[config.mk]
export PLATFORM = sky130hd
export DESIGN_NAME = levinson_sequencer
export DESIGN_NICKNAME = d
export VERILOG_FILES = /design/src/rtl/lpc_pkg.sv /design/src/rtl/levinson_lane_mux.sv /design/src/rtl/levinson_sequencer.sv
export SDC_FILE = /design/constraint.sdc
export NUM_CORES = 2
export LEC_CHECK = 0
export ABC_CLOCK_PERIOD_IN_PS = 4430
export CORE_AREA = 2 2 423 425
export DETAILED_ROUTE_END_ITERATION = 7
export DIE_AREA = 0 0 425 427
export PLACE_DENSITY = 0.46
export SYNTH_ARGS = -nofsm -noshare
export SYNTH_HDL_FRONTEND = slang
export SYNTH_SLANG_ARGS = --single-unit
[constraint.sdc]
create_clock -name clk -period 4.43 [get_ports clk]
set_input_delay 1.1075 -clock clk [delete_from_list [all_inputs] [get_ports clk]]
set_output_delay 1.1075 -clock clk [all_outputs]
set_load 0.03 [all_outputs]
[src/rtl/lpc_pkg.sv]
// rtl/lpc_pkg.sv - shared constants, state type and lane helpers for the LPC Levinson sequencer
//
// Contents:
//   LPC_ORDER, N_LANES : recursion order and coefficient lane count (order + 1)
//   COEF_W, ACC_W      : coefficient width (Q15) and widened lane width toward coeff_update
//   Q15_ONE            : a[0] value, fixed for the whole frame
//   lpc_state_t        : sequencer FSM states
//   coef_lane()        : extract one COEF_W lane from a packed coefficient vector
//   sext_coef()        : sign-extend one coefficient to ACC_W
package lpc_pkg;

    localparam int LPC_ORDER = 10;
    localparam int N_LANES   = LPC_ORDER + 1;
    localparam int COEF_W    = 16;
    localparam int ACC_W     = 32;

    localparam logic [COEF_W-1:0] Q15_ONE = 16'h7FFF;

    typedef enum logic [2:0] {
        IDLE     = 3'd0,
        REQ_K    = 3'd1,
        ISSUE    = 3'd2,
        WAIT_UPD = 3'd3,
        WB       = 3'd4,
        DONE     = 3'd5
    } lpc_state_t;

    function automatic logic [COEF_W-1:0] coef_lane(
        input logic [N_LANES*COEF_W-1:0] vec,
        input int                        lane
    );
        return vec[lane*COEF_W +: COEF_W];
    endfunction

    function automatic logic [ACC_W-1:0] sext_coef(input logic [COEF_W-1:0] c);
        return {{(ACC_W-COEF_W){c[COEF_W-1]}}, c};
    endfunction

endpackage

[src/rtl/levinson_lane_mux.sv]
// rtl/levinson_lane_mux.sv - builds forward/reversed coefficient vectors for one recursion step
//
// Combinational. For order i:
//   o_al lane j = sext(a[j])   for j <= i, else 0
//   o_ar lane j = sext(a[i-j]) for j <= i, else 0
// Ports:
//   i_coef : packed a[0..LPC_ORDER], COEF_W per lane
//   i_idx  : current order i (1..LPC_ORDER)
//   o_al   : forward vector, ACC_W per lane
//   o_ar   : reversed vector, ACC_W per lane
module levinson_lane_mux
    import lpc_pkg::*;
(
    input  logic [N_LANES*COEF_W-1:0] i_coef,
    input  logic [3:0]                i_idx,
    output logic [N_LANES*ACC_W-1:0]  o_al,
    output logic [N_LANES*ACC_W-1:0]  o_ar
);

    always_comb begin
        o_al = '0;
        o_ar = '0;
        for (int j = 0; j < N_LANES; j++) begin
            // The idx range guard keeps the reversed index inside a[] even if
            // an illegal order value ever reaches this block.
            if ((j <= int'(i_idx)) && (int'(i_idx) <= LPC_ORDER)) begin
                o_al[j*ACC_W +: ACC_W] = sext_coef(coef_lane(i_coef, j));
                o_ar[j*ACC_W +: ACC_W] = sext_coef(coef_lane(i_coef, int'(i_idx) - j));
            end
        end
    end

endmodule

[src/rtl/levinson_sequencer.sv]
// rtl/levinson_sequencer.sv - Levinson-Durbin recursion sequencer owning the LPC coefficient file
//
// Optional feature: define LPC_SEQ_WDOG_EN to enable the wait watchdog and sticky err.
// Ports:
//   clk, rst          : clock, synchronous active-high reset
//   start             : begin a frame (ignored unless idle)
//   busy, done        : frame in progress / one-cycle completion pulse
//   k_req, k_idx      : request reflection coefficient k_i, current order i
//   k_valid, k_in     : reflection coefficient handshake and Q15 value
//   upd_v             : one-cycle issue strobe to coeff_update
//   upd_k, upd_aL/aR  : held k_i and forward/reversed coefficient vectors
//   upd_a_next        : coeff_update results, upd_vout their valid level
//   coef_out          : current a[] register file
//   err               : sticky watchdog error (0 without LPC_SEQ_WDOG_EN)
module levinson_sequencer
    import lpc_pkg::*;
#(
    parameter int ORDER       = 10,
    parameter int UPD_LAT     = 4,
    parameter int WDOG_CYCLES = 64
) (
    input  logic                      clk,
    input  logic                      rst,
    input  logic                      start,
    output logic                      busy,
    output logic                      done,
    output logic                      k_req,
    output logic [3:0]                k_idx,
    input  logic                      k_valid,
    input  logic [15:0]               k_in,
    output logic                      upd_v,
    output logic [15:0]               upd_k,
    output logic [(ORDER+1)*32-1:0]   upd_aL,
    output logic [(ORDER+1)*32-1:0]   upd_aR,
    input  logic [(ORDER+1)*16-1:0]   upd_a_next,
    input  logic                      upd_vout,
    output logic [(ORDER+1)*16-1:0]   coef_out,
    output logic                      err
);

    // One width serves both the latency counter and the watchdog counter.
    localparam int CNT_W = $clog2(((UPD_LAT > WDOG_CYCLES) ? UPD_LAT : WDOG_CYCLES) + 1);

    localparam logic [N_LANES*COEF_W-1:0] A_RESET =
        {{((N_LANES-1)*COEF_W){1'b0}}, Q15_ONE};

    lpc_state_t                      r_state;
    lpc_state_t                      w_next;
    logic [3:0]                      r_i;
    logic [COEF_W-1:0]               r_k;
    logic [CNT_W-1:0]                r_cnt;
    logic [N_LANES*COEF_W-1:0]       r_a;
    logic [N_LANES*ACC_W-1:0]        r_al;
    logic [N_LANES*ACC_W-1:0]        r_ar;
    logic [(N_LANES-1)*COEF_W-1:0]   r_anext;
    logic [N_LANES*ACC_W-1:0]        w_al;
    logic [N_LANES*ACC_W-1:0]        w_ar;
    logic                            w_lat_ok;
    logic                            w_wd_trip;
    logic                            w_unused_lane0;

    // a[0] is fixed at Q15 one, so the lane 0 result is never written back.
    assign w_unused_lane0 = ^upd_a_next[COEF_W-1:0];

    // r_cnt is 0 in the first WAIT_UPD cycle, so the UPD_LAT-th wait cycle
    // is the first one allowed to sample; earlier upd_vout may be stale.
    assign w_lat_ok = (r_cnt >= CNT_W'(UPD_LAT - 1));

    levinson_lane_mux u_lane_mux (
        .i_coef (r_a),
        .i_idx  (r_i),
        .o_al   (w_al),
        .o_ar   (w_ar)
    );

`ifdef LPC_SEQ_WDOG_EN
    logic [CNT_W-1:0] r_wd;
    logic             r_err;
    logic             w_in_wait;

    assign w_in_wait = (r_state == REQ_K) || (r_state == WAIT_UPD);
    assign w_wd_trip = w_in_wait && (r_wd == CNT_W'(WDOG_CYCLES - 1));

    always_ff @(posedge clk) begin
        if (rst) begin
            r_wd  <= '0;
            r_err <= 1'b0;
        end else begin
            r_wd <= w_in_wait ? r_wd + 1'b1 : '0;
            if ((r_state == IDLE) && start) begin
                r_err <= 1'b0;
            end else if (w_wd_trip && (w_next == DONE)) begin
                r_err <= 1'b1;
            end
        end
    end

    assign err = r_err;
`else
    assign w_wd_trip = 1'b0;
    assign err       = 1'b0;
`endif

    always_ff @(posedge clk) begin
        if (rst) begin
            r_state <= IDLE;
        end else begin
            r_state <= w_next;
        end
    end

    always_comb begin
        w_next = r_state;
        busy   = 1'b0;
        done   = 1'b0;
        k_req  = 1'b0;
        upd_v  = 1'b0;
        case (r_state)
            IDLE: begin
                if (start) begin
                    w_next = REQ_K;
                end
            end
            REQ_K: begin
                busy  = 1'b1;
                k_req = 1'b1;
                if (k_valid) begin
                    w_next = ISSUE;
                end else if (w_wd_trip) begin
                    w_next = DONE;
                end
            end
            ISSUE: begin
                busy   = 1'b1;
                upd_v  = 1'b1;
                w_next = WAIT_UPD;
            end
            WAIT_UPD: begin
                busy = 1'b1;
                if (w_lat_ok && upd_vout) begin
                    w_next = WB;
                end else if (w_wd_trip) begin
                    w_next = DONE;
                end
            end
            WB: begin
                busy   = 1'b1;
                w_next = (r_i == 4'(ORDER)) ? DONE : REQ_K;
            end
            DONE: begin
                done   = 1'b1;
                w_next = IDLE;
            end
            default: w_next = IDLE;
        endcase
    end

    always_ff @(posedge clk) begin
        if (rst) begin
            r_i     <= '0;
            r_k     <= '0;
            r_cnt   <= '0;
            r_a     <= A_RESET;
            r_al    <= '0;
            r_ar    <= '0;
            r_anext <= '0;
        end else begin
            case (r_state)
                IDLE: begin
                    if (start) begin
                        r_i <= 4'd1;
                        r_a <= A_RESET;
                    end
                end
                REQ_K: begin
                    // a[] and i are stable here, so the issue vectors are
                    // latched together with k and held until the next step.
                    if (k_valid) begin
                        r_k  <= k_in;
                        r_al <= w_al;
                        r_ar <= w_ar;
                    end
                end
                ISSUE: begin
                    r_cnt <= '0;
                end
                WAIT_UPD: begin
                    if (!w_lat_ok) begin
                        r_cnt <= r_cnt + 1'b1;
                    end
                    if (w_lat_ok && upd_vout) begin
                        r_anext <= upd_a_next[N_LANES*COEF_W-1:COEF_W];
                    end
                end
                WB: begin
                    for (int j = 1; j < N_LANES; j++) begin
                        if (j <= int'(r_i)) begin
                            r_a[j*COEF_W +: COEF_W] <= r_anext[(j-1)*COEF_W +: COEF_W];
                        end
                    end
                    if (r_i != 4'(ORDER)) begin
                        r_i <= r_i + 4'd1;
                    end
                end
                default: ;
            endcase
        end
    end

    assign k_idx    = r_i;
    assign upd_k    = r_k;
    assign upd_aL   = r_al;
    assign upd_aR   = r_ar;
    assign coef_out = r_a;

endmodule

* Word-level counts from Yosys, hierarchy flattened *
Index checks and enable logic that the tools add are counted.

word-level totals
  flip-flop bits (word level) = 1054
  latch bits = 0
  RAM bits = 0
  bits in read-only memories = 0
  input port bits = 197
  output and inout port bits = 905
  logic and storage cells = 152
  memories = 0

operators by class
  $add $sub $neg = 12
  multipliers = 0
  div/mod/pow operators = 0
  order comparisons = 12
  equal/unequal tests = 22
  shifts and indexed selects = 11
  muxes and demuxes = 48
  bitwise gates (word level) = 0
  reduce and logical (&&, ||, !) cells = 30

operators by type and width
  kind                                                               number
  variable part select 176 x 32 -> 16 bit                            10
  two-way mux 32 bit                                                 21
  one-hot mux 160 bit (2 select lines)                               1
  two-way mux 176 bit                                                1
  variable part select 176 x 9 -> 16 bit                             1
  two-way mux 16 bit                                                 10
  AND reduction 3 bit                                                12
  inequality test 2 bit, second input constant                       15
  subtractor 4 x 3 -> 5 bit, second input constant                   4
  less-or-equal comparator 3 x 4 -> 1 bit, first input constant      4
  two-way mux 15 bit                                                 1
  one-hot mux 3 bit (5 select lines)                                 1
  subtractor 4 x 4 -> 5 bit, second input constant                   3
  one-hot mux 7 bit (2 select lines)                                 1
  less-or-equal comparator 4 bit, first input constant               3
  two-way mux 3 bit                                                  4
  logical AND 1 bit                                                  11
  subtractor 4 x 2 -> 5 bit, second input constant                   2
  less-or-equal comparator 2 x 4 -> 1 bit, first input constant      2
  two-way mux 4 bit                                                  2
  one-hot mux 4 bit (2 select lines)                                 1
  adder 7 x 1 -> 7 bit, second input constant                        1
  greater-or-equal comparator 7 x 2 -> 1 bit, second input constant  1
  two-way mux 7 bit                                                  1
  14 further kinds                                                   22

* Depth between registers and ports, before layout *
  depth in word-level cells = 4
  gate-level depth with buffers = 15
  gate-level depth less buffers = 8

* Modules after synthesis *
From an unflattened synthesis, not the netlist that was laid out.

unflattened totals
  cells, all modules = 6080
  area, all modules = 49733.9 µm²

by module, submodules not included
  module              times used  cells an instance  area an instance (µm²)  sequential area each (µm²)
  levinson_sequencer  1           4662               37463.4                 21100.2
  levinson_lane_mux   1           1418               12270.5                 0.0

* Least setup slack after synthesis *
Ideal clock, no wire load.

  path type = register -> register
  start point = register r_i[1], in the netlist k_idx[1]
  end point = register r_ar[232], in the netlist upd_aR[232]
  setup time = 132 ps
  arrival = 3408 ps
  data required time = 4298 ps
  slack = 890 ps
  cell stages (with the launch flop) = 14
  buffers on the path = 6
  period minus slack after synthesis = 3540 ps
  cell sequence = dfxtp_1 > buf_2 > buf_2 > buf_2 > buf_4 > inv_1 > ha_1 > buf_2 > clkbuf_1 > mux2_2 > o21ai_0 > mux2i_1 > a222oi_1 > nor3_1

on the way
  longest elaborated chain between the ends = 3
  elaborated cells on any way between the ends = 6
  classes of those cells = add/sub (1); order compare (2); shift (1); mux (1); reduce/logical (1)

RTL lines
  item                                                                          line                                    RTL
  start: declaration                                                            levinson_sequencer.sv:49                logic [3:0] r_i;
  start signal: assignment                                                      levinson_sequencer.sv:202               r_i <= r_i + 4'd1;
  subtractor 4 x 3 -> 5 bit, or another cell as far along                       levinson_lane_mux.sv:28                 o_ar[j*ACC_W +: ACC_W] = sext_coef(coef_lane(i_coef, int'(i_idx) - j));
  variable part select 176 x 32 -> 16 bit or logical AND 1 bit (tied branches)  lpc_pkg.sv:32, levinson_lane_mux.sv:26
  two-way mux 32 bit (*)                                                        levinson_lane_mux.sv:26                 if ((j <= int'(i_idx)) && (int'(i_idx) <= LPC_ORDER)) begin
  end signal: assignment                                                        levinson_sequencer.sv:181               r_ar <= w_ar;
  end: declaration                                                              levinson_sequencer.sv:54                logic [N_LANES*ACC_W-1:0] r_ar;

Every way passes the cells marked *; elsewhere a longest branch is shown, timed or not.
A chain may end at the register's enable or synchronous reset.

* Worst setup path in the final report *
  start point = register r_state[0]
  end point = output port busy

on the way
  longest elaborated chain between the ends = 3
  elaborated cells on any way between the ends = 6
  classes of those cells = eq/ne (4); mux (1); reduce/logical (1)

RTL lines
  item                                               line                       RTL
  start: declaration                                 levinson_sequencer.sv:47   lpc_state_t r_state;
  start signal: assignment                           levinson_sequencer.sv:108  r_state <= w_next;
  equality test 3 bit, or another cell as far along  levinson_sequencer.sv:118  case (r_state)
  OR reduction 4 bit (no source line) (*)            --
  two-way mux 1 bit (*)                              levinson_sequencer.sv:118
  end: declaration                                   levinson_sequencer.sv:25   output logic busy,

Marked as above.

==> impl_metrics.toml <==
[place]
gp_congestion = 0.893
dp.cells = 6909
numPortBuffers = 1051
dp_hpwl_mm = 151

[clocking]
hold_buffers = 0
cts_post_setup_buffers_inserted = 0
cts_tree = "yes"
clock_latency_ns = 0.74
cts.clk_slew.worst_paths_ns = 0.06
cts.sinks = 687
cts-root-buf = "clkbuf_16"
h-tree-depth = 3
cts_resized = 0
cts.path.max_buffers = 3
cts_inserted_buffers = 88

[finish]
nets = 4860
layout_commonest_cell = "clkdlybuf4s50_1"
syn2layout_area_growth_pct = 41.0
drive_above_1_share_pct = 10.8
mostFrequentLayoutCells = "1050 x clkdlybuf4s50_1, 684 x dfxtp_1, 616 x nand2_1"
fin_cells = 7073

[routing]
viasPerCell = 4.67
vias = 33000
totalWireLength_mm = 198
dr.pass1.iters = 7
drtAntennaViolNets = 0
wire_per_inst_microns = 28.1
drc = 0
drtIter0Drc = 3049

[worst_setup_path]
ff2ff_setup_slack_ns = 0.99
cp.arrival_ns = 2.79
worst-path-buf-inv = 1
cp-end-kind = "primary output"
crit_family = "buffers and inverters"
cp-start-kind = "flop"
path_cells = "nor2_1 > xnor2_1 > clkdlybuf4s50_1"
crit_cells = 3
path_class = "reg2out"
rr_worst_depth = 6
required_ns = 3.32
slowest_stage = "clkdlybuf4s50_1"
cpPeakStageDelay_ns = 0.87
worstPathMaxFanout = 16

[floorplanning]
die_x_microns = 425
die_area_sq_um = 181000
start_util_pct = 19.3
die_height_microns = 427
core.rowCount = 155
io-pin-count = 1102
coreArea_sq_um = 177000

[timing]
worstMarginPinSlew_ns = 1.27
finalCritPeriodShare_pct = 88.1
relSlewSlack_pct = 15.1
finalSetupTns_ns = 0
finClkSkew_ns = 0.0416
drv_slew = 0
setup_violations = 0
fmax_mhz = 256
fin_crit_ns = 3.90
finalHoldWorstSlack_ns = 0.436
rsz0062_at_grt = "false"
hold_violations = 0

[global_routing]
grt_pass1_vias = 30800
grt_overflow_total = 0
grt_pass1_wl_mm = 264
antenna_found_initial = 10
grt_max_degree = 183
track_usage_pct = 20.8

[yosys]
yosysUniqueCellTypes = 74
ys_seq_area_share_pct = 40.3
ys.flop_type = "dfxtp_1"
yosysWarnings = 0
avgSynthCellArea_sq_um = 8.52
synth_edf_count = 0
synthCells = 4006
syn_area_sq_um = 34100
async_flop_share_pct = 0
synth-seq-cells = 687

[pwr]
irDropWorstVdd_mv = 0.260
seqPwrFrac_pct = 40.8
combPwrFrac_pct = 8.5
internal-power_uw = 11200
switching_share_pct = 26.6
p_per_area_nw_per_um2 = 317
clockPowerShare_pct = 50.7
power.leakage_uw = 0.0158
power_switching_uw = 4060

[run]
drv_cap = 0

[run_status]
status = "finished, final reports clean"

[min_path]
hold_depth = 2
hold_path_class = "reg2reg"
## sequential cells by signal, summed over array words and instances, names as in the netlist
register  flops
upd_aR      176
r_cnt         7
upd_k        16
coef_out    160
k_idx         4
r_anext     160
upd_aL      161
r_state       3
## Yosys cell counts, types with 18 or more instances
master     count  area share (%)
nand2_1      616             6.8
o2bb2ai_1     30            0.77
o22ai_1       62             1.1
mux2i_1       84             2.5
ha_1          19            0.70
a22oi_1      270             5.9
buf_2         71             1.0
clkbuf_1     226             2.5
buf_4        393             8.6
nor2b_1       29            0.53
o211ai_1      18            0.40
mux4_2        64             4.2
a211oi_1      33            0.73
nand2b_1      80             1.5
mux2_2        74             2.4
a21oi_1      445             6.5
a222oi_1      21            0.62
nand3_1      157             2.3
a221o_1       28            0.82
o21ai_0       95             1.4
nor3_1        29            0.43
inv_1         20            0.22
nor2_1       260             2.9
dfxtp_1      687              40
nand4_1       20            0.37
## tightest hold or removal path, stage by stage, from the launching register on
cell	delay [ns]
dfxtp_1	0.31
nand2_1	0.05
nand2_1	0.04
## routing by layer
| layer | wire length, microns | track usage [%] | vias to the layer above |
|---|---|---|---|
| met3 | 10900 | 3.73 | 250 |
| li1 | - | - | 15100 |
| met2 | 98300 | 36.1 | 1285 |
| met1 | 80300 | 25.1 | 16400 |
| met4 | 8860 | 9.00 | 6 |
| met5 | 41 | 0 | - |
## logic make-up after synthesis
group	count (synthesis)	synth area share, %
AND/OR/NAND/NOR	1249	16.2
AO/OA/AOI/OAI	1082	20.4
buffers and inverters	734	12.8
flip-flops	687	40.3
multiplexers	222	9.13
adder cells (fa/ha/maj)	19	0.696
XOR/XNOR	11	0.414
other	2	0.0220
## layout make-up
cell class / instances / area (sq um)
diodes: 4 / 10.0
clock buffers: 121 / 2550
clock inverters: 39 / 522
fillers: 19000 / 129000
inverters: 24 / 90.1
multi-input cells: 2617 / 16200
flip-flops and latches: 687 / 13800
well taps: 2355 / 2950
repair buffers: 1226 / 12100
## worst paths after layout
kind,startpoint,end
max,r_state[0],busy
min,upd_aR[100],upd_aR[100]
max reg2reg,k_idx[1],upd_aR[105]
min reg2reg,upd_aR[100],upd_aR[100]
## per-stage QoR
step | instance area (sq um) | utilization (%) | worst slack, ns | power [uW]
after floorplan | 34300 | - | 0.890 | 7080
after global placement | 45100 | 25.4 | 0.398 | 7640
after detailed placement | 45100 | 25.4 | 0.336 | 7650
after CTS | 48100 | 27.2 | 0.447 | 15400
after global routing | 48100 | 27.2 | 0.351 | 15700
final | 48100 | 27.2 | 0.528 | 15200
## power by group through the flow
stage	sequential, uW	clock, uW	combinational [uW]
after floorplan	6380	0	692
after global placement	6360	0	1290
after detailed placement	6360	0	1290
after CTS	6220	7930	1290
after global routing	6220	8160	1360
final	6220	7730	1290
Power figures use the tool's default switching activity.
